### config.mk
export PLATFORM = sky130hd
export DESIGN_NAME = d_mem_axi_bridge
export DESIGN_NICKNAME = d
export VERILOG_FILES = /design/src/rtl/d_mem_axi_bridge.sv
export SDC_FILE = /design/constraint.sdc
export NUM_CORES = 1
export LEC_CHECK = 0
export BUFFER_PORTS_ARGS = -buffer_cell sky130_fd_sc_hd__buf_2
export CAP_MARGIN = 0
export CORE_UTILIZATION = 45
export CTS_BUF_LIST = sky130_fd_sc_hd__clkbuf_4
export DETAILED_ROUTE_END_ITERATION = 8
export PLACE_DENSITY = 0.79
export SLEW_MARGIN = 25
export SYNTH_ARGS = -nofsm -noshare
export SYNTH_HDL_FRONTEND = slang
export SYNTH_SLANG_ARGS = --single-unit
### constraint.sdc
create_clock -name clk -period 4.75 [get_ports clk]
set_clock_uncertainty 0.15 [all_clocks]
set_input_delay 0.95 -clock clk [delete_from_list [all_inputs] [get_ports clk]]
set_output_delay 0.95 -clock clk [all_outputs]
set_load 0.02 [all_outputs]
### src/rtl/d_mem_axi_bridge.sv
// Bridges the L2 data cache single-word memory port onto an AXI4 single-beat master.
// Latency: 3 cycles strobe-to-m_ready at zero wait; one outstanding request, all outputs registered.
module d_mem_axi_bridge #(
  parameter int A_WIDTH = 32
) (
  input  logic               clk,
  input  logic               clrn,
  input  logic [A_WIDTH-1:0] m_a,
  input  logic [31:0]        m_din,
  output logic [31:0]        m_dout,
  input  logic               m_strobe,
  input  logic [3:0]         m_wen,
  input  logic [1:0]         m_size,
  input  logic               m_rw,
  output logic               m_ready,
  output logic [A_WIDTH-1:0] araddr,
  output logic [2:0]         arsize,
  output logic               arvalid,
  input  logic               arready,
  input  logic [31:0]        rdata,
  input  logic [1:0]         rresp,
  input  logic               rvalid,
  output logic               rready,
  output logic [A_WIDTH-1:0] awaddr,
  output logic [2:0]         awsize,
  output logic               awvalid,
  input  logic               awready,
  output logic [31:0]        wdata,
  output logic [3:0]         wstrb,
  output logic               wvalid,
  input  logic               wready,
  input  logic [1:0]         bresp,
  input  logic               bvalid,
  output logic               bready
);

  typedef enum logic [2:0] {IDLE, RD_AR, RD_R, WR_AWW, WR_B, DONE} state_t;

  state_t               state_q, state_d;
  logic [A_WIDTH-1:0]   addr_q, addr_d;
  logic [31:0]          din_q, din_d;
  logic [31:0]          dout_q, dout_d;
  logic [3:0]           wen_q, wen_d;
  logic [1:0]           size_q, size_d;
  logic                 arvalid_q, arvalid_d;
  logic                 rready_q, rready_d;
  logic                 awvalid_q, awvalid_d;
  logic                 wvalid_q, wvalid_d;
  logic                 bready_q, bready_d;
  logic                 aw_done_q, aw_done_d;
  logic                 w_done_q, w_done_d;
  logic                 m_ready_q, m_ready_d;

  // Response codes carry no meaning for the cache; any response completes the access.
  logic unused_resp;
  assign unused_resp = ^{rresp, bresp};

  always_comb begin
    state_d   = state_q;
    addr_d    = addr_q;
    din_d     = din_q;
    dout_d    = dout_q;
    wen_d     = wen_q;
    size_d    = size_q;
    arvalid_d = arvalid_q;
    rready_d  = rready_q;
    awvalid_d = awvalid_q;
    wvalid_d  = wvalid_q;
    bready_d  = bready_q;
    aw_done_d = aw_done_q;
    w_done_d  = w_done_q;
    m_ready_d = 1'b0;
    case (state_q)
      IDLE: begin
        if (m_strobe) begin
          addr_d = m_a;
          din_d  = m_din;
          wen_d  = m_wen;
          size_d = m_size;
          if (m_rw) begin
            state_d   = WR_AWW;
            awvalid_d = 1'b1;
            wvalid_d  = 1'b1;
            aw_done_d = 1'b0;
            w_done_d  = 1'b0;
          end else begin
            state_d   = RD_AR;
            arvalid_d = 1'b1;
          end
        end
      end
      RD_AR: begin
        if (arready) begin
          arvalid_d = 1'b0;
          rready_d  = 1'b1;
          state_d   = RD_R;
        end
      end
      RD_R: begin
        if (rvalid) begin
          dout_d    = rdata;
          rready_d  = 1'b0;
          m_ready_d = 1'b1;
          state_d   = DONE;
        end
      end
      WR_AWW: begin
        // AW and W complete independently, in either order or together.
        if (awvalid_q && awready) begin
          awvalid_d = 1'b0;
          aw_done_d = 1'b1;
        end
        if (wvalid_q && wready) begin
          wvalid_d = 1'b0;
          w_done_d = 1'b1;
        end
        if (aw_done_d && w_done_d) begin
          bready_d = 1'b1;
          state_d  = WR_B;
        end
      end
      WR_B: begin
        if (bvalid) begin
          bready_d  = 1'b0;
          m_ready_d = 1'b1;
          state_d   = DONE;
        end
      end
      DONE: begin
        // Strobe is still high here; skipping it avoids reissuing the same request.
        state_d = IDLE;
      end
      default: begin
        state_d   = IDLE;
        arvalid_d = 1'b0;
        rready_d  = 1'b0;
        awvalid_d = 1'b0;
        wvalid_d  = 1'b0;
        bready_d  = 1'b0;
      end
    endcase
  end

  always_ff @(posedge clk or negedge clrn) begin
    if (!clrn) begin
      state_q   <= IDLE;
      addr_q    <= '0;
      din_q     <= '0;
      dout_q    <= '0;
      wen_q     <= '0;
      size_q    <= '0;
      arvalid_q <= 1'b0;
      rready_q  <= 1'b0;
      awvalid_q <= 1'b0;
      wvalid_q  <= 1'b0;
      bready_q  <= 1'b0;
      aw_done_q <= 1'b0;
      w_done_q  <= 1'b0;
      m_ready_q <= 1'b0;
    end else begin
      state_q   <= state_d;
      addr_q    <= addr_d;
      din_q     <= din_d;
      dout_q    <= dout_d;
      wen_q     <= wen_d;
      size_q    <= size_d;
      arvalid_q <= arvalid_d;
      rready_q  <= rready_d;
      awvalid_q <= awvalid_d;
      wvalid_q  <= wvalid_d;
      bready_q  <= bready_d;
      aw_done_q <= aw_done_d;
      w_done_q  <= w_done_d;
      m_ready_q <= m_ready_d;
    end
  end

  assign m_dout  = dout_q;
  assign m_ready = m_ready_q;
  assign araddr  = addr_q;
  assign arsize  = {1'b0, size_q};
  assign arvalid = arvalid_q;
  assign rready  = rready_q;
  assign awaddr  = addr_q;
  assign awsize  = {1'b0, size_q};
  assign awvalid = awvalid_q;
  assign wdata   = din_q;
  assign wstrb   = wen_q;
  assign wvalid  = wvalid_q;
  assign bready  = bready_q;

endmodule

==> results.tsv <==
metric	value	unit
status	finished, final reports clean	
crit path max fanout	5	
vias in the first global route	3505	
sequential area share after synthesis	60.1	%
Buf/Inv on CP	1	
most frequent cells in the layout	251 x buf_2, 113 x dfrtp_1, 102 x mux2_2, 17 x clkbuf_4, 13 x nand2_1	
Clock Tree Buf Depth	2	
Clk network pwr share	17.7	%
Crit path max-delay family	flip-flops	
hold_ws	0.349	ns
port bufs	252	
Sw Share	41.1	%
global-route usage over all layers	20.0	%
sw power	2.05	mW
syn avg cell area	14.5	µm²
internal power	2.94	mW
n_diodes	0	
Multi-input gate area	0.00149	mm²
Post-DP Area	0.00578	mm²
Top Ports	259	
vias post-DR	3371	
CTS tree	yes	
Min-Delay Path Class	in -> async	
pins over their slew limit	0	
post-route cell area	0.00616	mm²
Die X	104	µm
H-tree Lvls	4	
CTS Root Cell	clkbuf_4	
Reg clk slew, reported paths	0.10	ns
Required @ worst endpoint	3.65	ns
TritonRoute pass-1 iters	4	
Iteration-0 DRC Markers	134	
Routed WL per cell	14.8	µm
TNS Setup	0	ns
total power	4.98	mW
FMAX	452	MHz
Vert. Die Dim	104	µm
Setup Fix Bufs, Post-CTS	0	
post-detail-place hpwl	7760	µm
fin crit period	2.21	ns
Syn Std Cell Area	0.00470	mm²
clock sink count	113	
crit-path max cell delay	0.42	ns
aggregate routed wire length	10300	µm
vias per cell	4.84	
final hold vios	0	
leak pwr	3.07	nW
# nets final	666	
Resize count post-CTS	0	
Final setup viols	0	
YS warnings	0	
max-cap viol count	0	
Rows	36	
crit end category	output port	
initial antenna violation count	0	
Num CTS Buffers	17	
Cell variety after synth	27	
initial core utilization	47.2	%
critical-path cell list	buf_2	
Slowest cell on crit path	dfrtp_1	
Max-Slew Margin vs Limit	49.2	%
hold_buf cts	0	
DR DRC count	0	
IR drop worst, VDD	0.412	mV
fin crit share	46.6	%
Worst-Margin Slew	0.761	ns
largest net degree at the start of global routing	89	
RSZ-0062 raised after global routing	false	
total grt overflow	0	
most common cell after layout, fill and taps aside	buf_2	
first-pass GRT wire length	16700	µm
Final GP Congestion	0.828	
Reg area	0.00283	mm²
CP Class	reg -> out	
Die Area	0.0109	mm²
Startpoint Class	flop	
Skew-Pair Late Insertion Delay	0.50	ns
worst path arrival time	1.11	ns
Area Overhead vs Synth	30.9	%
combinational power share	46.8	%
Fillers	785	
final antenna-violating net count	0	
Reg power frac	35.5	%
area of the core	0.00995	mm²
share of cells above drive strength 1	69.1	%
P per Cell Area	810	mW/mm²
Seq cells post-synth	113	
Syn Inst Count	325	
==> sequential cells by signal, summed over array words and instances, names as in the netlist <==
register	flops
wvalid	1
wdata	32
m_dout	32
w_done_q	1
arvalid	1
rready	1
bready	1
m_ready	1
size_q	2
wstrb	4
araddr	32
state_q	3
aw_done_q	1
awvalid	1
==> routing by layer <==
layer  share of wire, %  global-route usage (%)  up-vias
met2                 53                    36.2      178
li1                   -                       -     1552
met3                9.5                    9.02       23
met5                  0                       0        -
met4                2.1                    8.16        0
met1                 35                    19.7     1618
==> through the flow <==
step	util [%]	instances	worst slack, ns
floorplan	-	326	2.65
global placement	58.1	665	2.39
detailed placement	58.1	665	2.33
CTS	61.8	697	2.48
global route	61.8	697	2.43
finish	61.8	697	2.54
==> worst paths after layout <==
path	start	end	slack, ns	cells after the start
setup / recovery	awvalid	awvalid	2.54	1
hold / removal	clrn	bready	0.35	1
setup reg to reg	state_q[2]	araddr[4]	2.66	3
hold reg to reg	m_dout[12]	m_dout[12]	0.36	1
max in group asynchronous	clrn	araddr[15]	3.27	2
min in group clk	m_dout[12]	m_dout[12]	0.36	1
==> kinds of logic after synthesis <==
family	after synthesis	synth area share, %
flip-flops	113	60.1
buffers and inverters	53	8.36
multiplexers	103	24.6
AO/OA/AOI/OAI	23	3.14
other	1	0.0798
AND/OR/NAND/NOR	32	3.65
==> synth_stat cells <==
cell type	number	area (µm²)
clkbuf_1	2	7.51
a211o_1	1	8.76
a22oi_1	2	15.0
a31oi_1	2	12.5
o2111a_1	1	11.3
dfrtp_1	113	2830
buf_2	2	10.0
buf_6	5	56.3
nand3_1	1	5.00
nor4b_4	1	23.8
o311ai_0	1	8.76
a21o_1	1	7.51
nand2_1	13	48.8
a21oi_1	7	35.0
nor2_1	9	33.8
nor2b_1	1	6.26
o21ai_0	6	30.0
inv_1	3	11.3
o221ai_1	1	8.76
conb_1	1	3.75
nand2b_1	5	31.3
a32o_1	1	10.0
nor4_1	1	6.26
mux2_2	102	1150
nor3_4	1	16.3
buf_4	41	308
mux2i_1	1	10.0
==> power groups by stage <==
stage	Sequential, mW	Combinational (mW)	Clock (mW)
after global routing	1.84	2.47	0.958
after global placement	1.75	2.31	0
after floorplan	2.33	1.20	0
final	1.77	2.33	0.881
after CTS	1.78	2.36	0.910
after detailed placement	1.79	2.36	0
==> final cells by class <==
cell class	instances	area share [%]
Sequential cell	113	45.9
Timing Repair Buffer	256	21.1
Clock inverter	15	3.90
Tap cell	133	2.70
Clock buffer	17	2.07
Inverter	3	0.183
Multi-Input combinational cell	160	24.1
Power figures use the tool's default switching activity.
